## src/rtl/matmul_result_streamer.sv

```systemverilog
// matmul_result_streamer
//   Snapshots the parallel result matrix C (and per-element scales S_C) of the
//   systolic matmul array a fixed number of edges after a launch pulse, then
//   streams it row-major, one element per valid/ready handshake.
//
// Ports
//   i_clk, i_rst_n      clock, asynchronous active-low reset
//   i_start             one-cycle launch pulse (operands entering the array)
//   C_in, S_C_in        parallel result matrix and scales
//   o_busy              high while waiting for the result or streaming it
//   o_valid, i_ready    stream handshake
//   o_data, o_scale     current element and its scale (0 when not valid)
//   o_row, o_col        tags of the current element (0 when not valid)
//   o_last              current element is the final one (x_rows-1, y_cols-1)
//   o_done              one-cycle pulse after the final handshake
module matmul_result_streamer #(
   parameter int unsigned x_rows      = 4,
   parameter int unsigned y_cols      = 4,
   parameter int unsigned out_width   = 8,
   parameter int unsigned scale_width = 8,
   parameter int unsigned latency     = 2,
   localparam int unsigned RowW       = (x_rows > 1) ? $clog2(x_rows) : 1,
   localparam int unsigned ColW       = (y_cols > 1) ? $clog2(y_cols) : 1
) (
   input  logic                          i_clk,
   input  logic                          i_rst_n,
   input  logic                          i_start,
   input  logic signed [out_width-1:0]   C_in   [x_rows][y_cols],
   input  logic        [scale_width-1:0] S_C_in [x_rows][y_cols],
   output logic                          o_busy,
   output logic                          o_valid,
   input  logic                          i_ready,
   output logic signed [out_width-1:0]   o_data,
   output logic        [scale_width-1:0] o_scale,
   output logic        [RowW-1:0]        o_row,
   output logic        [ColW-1:0]        o_col,
   output logic                          o_last,
   output logic                          o_done
);

   // Counter only ever holds latency-1 down to 0.
   localparam int unsigned CntW = (latency > 1) ? $clog2(latency) : 1;
   localparam logic [CntW-1:0] CntInit = CntW'(latency - 1);
   localparam logic [RowW-1:0] LastRow = RowW'(x_rows - 1);
   localparam logic [ColW-1:0] LastCol = ColW'(y_cols - 1);

   localparam logic [1:0] ST_IDLE   = 2'd0;
   localparam logic [1:0] ST_WAIT   = 2'd1;
   localparam logic [1:0] ST_STREAM = 2'd2;

   logic [1:0]                    r_state;
   logic [CntW-1:0]               r_cnt;
   logic [RowW-1:0]               r_row;
   logic [ColW-1:0]               r_col;
   logic                          r_done;
   logic signed [out_width-1:0]   r_snap_c [x_rows][y_cols];
   logic        [scale_width-1:0] r_snap_s [x_rows][y_cols];

   logic w_valid;
   logic w_last;
   logic w_hs;

   assign w_valid = (r_state == ST_STREAM);
   assign w_last  = w_valid && (r_row == LastRow) && (r_col == LastCol);
   assign w_hs    = w_valid && i_ready;

   always_ff @(posedge i_clk or negedge i_rst_n) begin
      if (!i_rst_n) begin
         r_state <= ST_IDLE;
         r_cnt   <= '0;
         r_row   <= '0;
         r_col   <= '0;
         r_done  <= 1'b0;
         for (int r = 0; r < int'(x_rows); r++) begin
            for (int c = 0; c < int'(y_cols); c++) begin
               r_snap_c[r][c] <= '0;
               r_snap_s[r][c] <= '0;
            end
         end
      end else begin
         r_done <= 1'b0;
         case (r_state)
            ST_IDLE: begin
               if (i_start) begin
                  r_state <= ST_WAIT;
                  r_cnt   <= CntInit;
               end
            end
            ST_WAIT: begin
               if (r_cnt == '0) begin
                  r_snap_c <= C_in;
                  r_snap_s <= S_C_in;
                  r_row    <= '0;
                  r_col    <= '0;
                  r_state  <= ST_STREAM;
               end else begin
                  r_cnt <= r_cnt - CntW'(1);
               end
            end
            ST_STREAM: begin
               if (w_hs) begin
                  if (w_last) begin
                     r_done <= 1'b1;
                     r_row  <= '0;
                     r_col  <= '0;
                     // A launch coinciding with the final handshake is honoured;
                     // the old snapshot stays until the new capture.
                     if (i_start) begin
                        r_state <= ST_WAIT;
                        r_cnt   <= CntInit;
                     end else begin
                        r_state <= ST_IDLE;
                     end
                  end else if (r_col == LastCol) begin
                     r_col <= '0;
                     r_row <= r_row + RowW'(1);
                  end else begin
                     r_col <= r_col + ColW'(1);
                  end
               end
            end
            default: r_state <= ST_IDLE;
         endcase
      end
   end

   // Outputs are decoded from state so an asynchronous reset clears them at once.
   always_comb begin
      o_busy  = (r_state == ST_WAIT) || (r_state == ST_STREAM);
      o_valid = w_valid;
      o_done  = r_done;
      o_last  = w_last;
      o_data  = '0;
      o_scale = '0;
      o_row   = '0;
      o_col   = '0;
      if (w_valid) begin
         o_data  = r_snap_c[r_row][r_col];
         o_scale = r_snap_s[r_row][r_col];
         o_row   = r_row;
         o_col   = r_col;
      end
   end

endmodule

```

## config.mk

```make
export PLATFORM = sky130hd
export DESIGN_NAME = matmul_result_streamer
export DESIGN_NICKNAME = d
export VERILOG_FILES = /design/src/rtl/matmul_result_streamer.sv
export SDC_FILE = /design/constraint.sdc
export NUM_CORES = 1
export LEC_CHECK = 0
export ABC_AREA = 1
export ABC_CLOCK_PERIOD_IN_PS = 2200
export CAP_MARGIN = 20
export CORE_MARGIN = 2
export CORE_UTILIZATION = 53
export CTS_BUF_LIST = sky130_fd_sc_hd__clkbuf_4 sky130_fd_sc_hd__clkbuf_8
export DETAILED_ROUTE_END_ITERATION = 10
export PLACE_DENSITY = 0.81
export SLEW_MARGIN = 20
export SYNTH_ARGS = -nofsm -noshare
export SYNTH_HDL_FRONTEND = slang
export SYNTH_SLANG_ARGS = --single-unit
export TNS_END_PERCENT = 30
```

## constraint.sdc

```tcl
create_clock -name i_clk -period 2.2 [get_ports i_clk]
set_input_delay 0.44 -clock i_clk [delete_from_list [all_inputs] [get_ports i_clk]]
set_output_delay 0.44 -clock i_clk [all_outputs]
set_load 0.005 [all_outputs]
```

==> results of run 1 <==
-- kinds of logic (layout without fill, tap and decap cells) --
family / count (synthesis) / after routing / share of synthesized area
adder cells (fa/ha/maj): 7 / 7 / 0.00678
AND/OR/NAND/NOR: 761 / 761 / 0.238
multiplexers: 64 / 64 / 0.0558
flip-flops: 264 / 264 / 0.512
buffers and inverters: 313 / 659 / 0.103
AO/OA/AOI/OAI: 218 / 218 / 0.0854
-- cells in the mapped netlist (all sizes together) --
library cell	number	area share
nor2	326	0.095
clkinv	1	0.00029
a21oi	211	0.082
buf	84	0.036
nor3	1	0.00039
o211ai	1	0.00097
clkbuf	20	0.0058
nand4	1	0.00048
a32oi	1	0.00068
nand2	269	0.078
inv	208	0.060
o21ai	5	0.0019
ha	7	0.0068
nand3	164	0.064
dfrtp	264	0.51
mux2	64	0.056
-- sequential cells by signal (all words and copies together), names as in the netlist --
register	count
r_cnt	1
o_done	1
r_snap_s	128
r_col	2
r_state	2
r_row	2
r_snap_c	128
-- timing repair --
action	4_1_cts	5_1_grt
resized for setup	203	47
endpoints found under the setup margin	23	18
pin swaps	48	25
hold buffers	1	0
cloned	8	2
buffers inserted	11	1
endpoints found under the hold margin	66	0
-- how the worst min path moves through the flow --
| stage | startpoint | endpoint |
|---|---|---|
| after floorplan | i_rst_n | o_done$_DFF_PN0_ |
| after global placement | i_rst_n | r_snap_s[122]$_DFFE_PN0P_ |
| after detailed placement | i_rst_n | r_snap_s[92]$_DFFE_PN0P_ |
| after CTS | S_C_in[77] | r_snap_s[77]$_DFFE_PN0P_ |
| after global routing | C_in[63] | r_snap_c[63]$_DFFE_PN0P_ |
| final | S_C_in[77] | r_snap_s[77]$_DFFE_PN0P_ |
-- critical path, cell delays in order (launching register included) --
cell and delay, ps:
dfrtp_4 510, buf_12 140, buf_6 130, buf_16 150
nand2_1 90, nand2_2 110, nand3_2 80, nand3_2 90
a21oi_2 190, buf_2 140
-- per-layer routing --
layer	track usage	vias to the layer above
li1	-	5719
met4	0.122	0
met2	0.485	574
met3	0.0548	104
met1	0.461	5804
met5	0	-
-- power breakdown --
group / total (mW) / internal (mW) / switching, mW
clock network: 4.58 / 2.62 / 1.97
logic: 11.3 / 4.85 / 6.46
registers: 8.32 / 7.31 / 1.02
-- area by class of cell --
cell class              instances  area [um^2]  area share
inverters                     209          792      0.0432
clock buffers                  71          871      0.0475
multi-input cells            1050         5530       0.301
well taps                     324          405      0.0221
clock inverters                 7         62.6     0.00341
flip-flops and latches        264         6610       0.360
repair buffers                372         4070       0.222
==> flow_summary.toml, run 1 <==
[outcome]
status = "finished, violations left"
violations = "setup timing"

[grt]
grt_usage = 0.319
grt_max_degree = 77
gr-total-overflow = 0
antenna_found_initial = 0
grt_first_pass_wirelength_um = 64600
grt_pass1_vias = 12100

[route]
drt_iter0_markers = 1131
drt-total-wl_um = 40800
ant_nets = 0
drc = 0
wl_met1_um = 17800
via_per_inst = 5.31
drtPass1Iterations = 6
num_vias = 12200
post_drt_wl_per_cell_um = 17.8
topRoutingLayerUsed = "met4"
wl_met2_um = 18200
wl_met3_um = 3320

[yosys]
ys_types = 24
syn_area_mm2 = 0.0129
ys_warn_count = 0
avgSynthCellArea_um2 = 7.94
synth-seq-cells = 264
syn-num-nets = 1894
synth_cells = 1627
yosysSeqAreaShare = 0.512

[critical_path]
cp-start-kind = "flip-flop"
path_max_fanout = 13
cp-end-kind = "output port"
reg2reg_setup_slack_ps = 270
critPathKind = "flip-flop to output port"
crit_start = "r_row[0]$_DFFE_PN0P_"
critical_path_arrival_ps = 2170
r2r_cells = 7
endpoint = "o_scale[2]"
reg2reg_from = "r_state[0]$_DFFE_PN0P_"
required_ps = 1760
r2r-end = "r_snap_c[112]$_DFFE_PN0P_"

[placed_design]
hpwl_um = 27900
dp.cells = 2196
place_area_mm2 = 0.0165
io_buffers = 283
dp_slack_ps = -243
gp_congestion = 0.938

[clock_tree]
h-tree-depth = 2
cts-root-buf = "clkbuf_8"
tritoncts = "yes"
clock_sinks = 264
clk_path_buf_depth = 3
clkLatencyLatePin_ps = 550
cts_made_buffers = 43
clk_pin_slew_ps = 60

[final_layout]
drive_gt1_frac = 0.191
final_util = 0.761
final_common_cell = "nor2_1"
layout_common_cells = "295 x nor2_1, 262 x dfrtp_1, 259 x clkdlybuf4s50_1, 251 x nand2_1, 205 x inv_1"
layout.nets = 2207
final_area_mm2 = 0.0183
area_growth_pct = 42.1
antenna_cells = 0
fillers = 1744
instances_no_fill = 2297

[timing]
fin_skew_ps = 13.7
tns_ps = -5700
slew_headroom = 0.570
timing.hold.ws_ps = 469
drv_slew = 0
fmax_mhz = 383
hold_viol = 0
fin_ws_ps = -411
period_minus_slack_ps = 2610
setup_violations = 17
fin_crit_sh = 1.19
worst_slew_pin_slew_ps = 644
grt_setup_unrepaired = "true"

[die]
ioPinCount = 284
initial_core_util = 0.536
die_w_um = 160
die-area_mm2 = 0.0256
core_area_mm2 = 0.0241
die_y_um = 160
rows = 57

[hold_path]
hp-class = "input port to flip-flop"
hold_depth = 3

[power]
power_density_mw_per_mm2 = 1320
ir_worst_vdd_mv = 0.896
power_mw = 24.2
p_leak_nw = 8.89

[job]
maxCapViolations = 0
Note: power is estimated with default switching activity, not from simulation.
==> run 2, diff against run 1 <==
--- a/config.mk
+++ b/config.mk
@@ -9,10 +9,10 @@
 export ABC_CLOCK_PERIOD_IN_PS = 2200
 export CAP_MARGIN = 20
 export CORE_MARGIN = 2
-export CORE_UTILIZATION = 53
+export CORE_UTILIZATION = 50
 export CTS_BUF_LIST = sky130_fd_sc_hd__clkbuf_4 sky130_fd_sc_hd__clkbuf_8
 export DETAILED_ROUTE_END_ITERATION = 10
-export PLACE_DENSITY = 0.81
+export PLACE_DENSITY = 0.77
 export SLEW_MARGIN = 20
 export SYNTH_ARGS = -nofsm -noshare
 export SYNTH_HDL_FRONTEND = slang
==> run 2 against run 1 <==
The run still ends with setup timing left. Maximum frequency fell by 0.59%. Via count is 2.4% lower. Critical path depth up 1. Flip-flop and latch count stayed put. Worst setup slack lost 16 ps. Clock-buffer cell count down 9. Register-to-register slack worse by 110 ps. Design area shrank 1.5%. Final cell count shrank 0.57%. Non-clock buffer count down 18. Routed wire length down 1.6%. Critical endpoint is now o_scale[4]. Highest routed layer unchanged.
==> flow_summary.toml, run 2 (synthesis gave the netlist of run 1 again) <==
[outcome]
violations = "setup timing"
status = "finished, violations left"

[critical_path]
critical_path.cell_chain = "buf_6, buf_12, buf_16, nor2_2, nor2_1, nand2_1, nand3_2, nand3_2, a21oi_2, buf_2"
crit_top_cell = "nand3_2"
critical_path_arrival_ps = 2190
path_max_fanout = 12
max_stage_delay_ps = 460
cp_slowest_cell = "dfrtp_4"
crit_family = "buffers and inverters"
cp-start-kind = "flip-flop"
cp-end-kind = "output port"
critPathKind = "flip-flop to output port"
path_buf_inv = 4
required_ps = 1760

[job]
maxCapViolations = 0

[route]
drc = 0
drt-total-wl_um = 40200
via_per_inst = 5.22
num_vias = 11900
wl_met2_um = 17900
topRoutingLayerUsed = "met4"
wl_met1_um = 18300
post_drt_wl_per_cell_um = 17.6
ant_nets = 0
drtPass1Iterations = 5
drt_iter0_markers = 1095
wl_met3_um = 3130

[timing]
period_minus_slack_ps = 2630
fin_ws_ps = -427
drv_slew = 0
hold_viol = 0
grt_setup_unrepaired = "true"
worst_slew_pin_slew_ps = 597
fmax_mhz = 381
tns_ps = -5990
fin_skew_ps = 24.3
setup_violations = 17
slew_headroom = 0.602
fin_crit_sh = 1.19

[final_layout]
instances_no_fill = 2284
final_util = 0.715
reg_top3 = "r_snap_c (128), r_snap_s (128)"
final_common_cell = "nor2_1"
layout_common_cells = "319 x nor2_1, 262 x dfrtp_1, 259 x clkdlybuf4s50_1, 254 x nand2_1, 203 x inv_1"
drive_gt1_frac = 0.169
layout.nets = 2190
area_growth_pct = 39.9

[die]
die_w_um = 165
die_y_um = 165
initial_core_util = 0.511
die-area_mm2 = 0.0271
core_area_mm2 = 0.0253
ioPinCount = 284
rows = 58

[grt]
gr-total-overflow = 0
grt_usage = 0.295
grt_first_pass_wirelength_um = 61900
antenna_found_initial = 3
grt_max_degree = 100
grt_pass1_vias = 11600

[power]
ir_worst_vdd_mv = 0.675
power_density_mw_per_mm2 = 1300
p_leak_nw = 8.77

[placed_design]
gp_congestion = 0.890
hpwl_um = 28600
dp.cells = 2194
io_buffers = 283
dp_slack_ps = -274

[clock_tree]
cts-root-buf = "clkbuf_8"
clkLatencyLatePin_ps = 550
clk_pin_slew_ps = 60
clk_path_buf_depth = 3
clock_sinks = 264
tritoncts = "yes"
h-tree-depth = 2
cts_made_buffers = 44

[hold_path]
hp-class = "input port to async pin"
==> run 2: through the flow <==
step | power [mW] | area, um^2 | hold slack, ps
2_1_floorplan | 14.2 | 12900 | 144
3_3_place_gp | 17.6 | 16400 | 460
3_5_place_dp | 17.9 | 16400 | 460
4_1_cts | 22.9 | 17700 | 452
5_1_grt | 25.2 | 18100 | 465
6_report | 23.5 | 18100 | 464
==> run 2: metal layers <==
| metal | global-route usage | vias up |
|---|---|---|
| met5 | 0 | - |
| met4 | 0.0834 | 0 |
| met3 | 0.0598 | 61 |
| met2 | 0.440 | 468 |
| met1 | 0.439 | 5699 |
| li1 | - | 5686 |
==> run 2: worst paths after layout <==
check	startpoint	to	slack, ps	cells past startpoint
max	r_row[0]$_DFFE_PN0P_	o_scale[4]	-430	10
min	i_rst_n	r_snap_s[99]$_DFFE_PN0P_	460	2
max reg2reg	r_state[0]$_DFFE_PN0P_	r_snap_c[127]$_DFFE_PN0P_	160	5
min reg2reg	r_snap_c[49]$_DFFE_PN0P_	r_snap_c[49]$_DFFE_PN0P_	500	1
max in group asynchronous	i_rst_n	r_snap_c[36]$_DFFE_PN0P_	1040	3
min in group i_clk	C_in[88]	r_snap_c[88]$_DFFE_PN0P_	470	3
==> run 2: final cells by class <==
cell class | count | area [um^2]
Inverter | 209 | 790
Multi-Input combinational cell | 1050 | 5520
Antenna cell | 5 | 12.5
Timing Repair Buffer | 354 | 3840
Sequential cell | 264 | 6610
Fill cell | 1985 | 7190
Clock inverter | 10 | 75.1
Clock buffer | 62 | 810
Tap cell | 330 | 413
==> run 2: what timing repair did <==
action / in CTS / in global routing
gates resized for setup: 152 / 71
hold buffers: 1 / 0
gates cloned: 3 / 4
setup buffers: 5 / 2
pin swaps: 50 / 42
hold endpoints to repair: 61 / 0
endpoints found under the setup margin: 23 / 21
==> run 2: worst reg2reg max path: cells and delay by family, from the launching register on <==
| family | cells | cell delay [ps] |
|---|---|---|
| multiplexers | 1 | 400 |
| adder cells (fa/ha/maj) | 1 | 290 |
| AND/OR/NAND/NOR | 1 | 280 |
| buffers and inverters | 2 | 540 |
| flip-flops | 1 | 400 |
==> run 2: where the power goes <==
group          switching [mW]  internal, mW  total, mW
clock                    1.93          2.47       4.40
sequential              0.969          7.31       8.28
combinational            6.27          4.56       10.8
total                    9.17          14.3       23.5
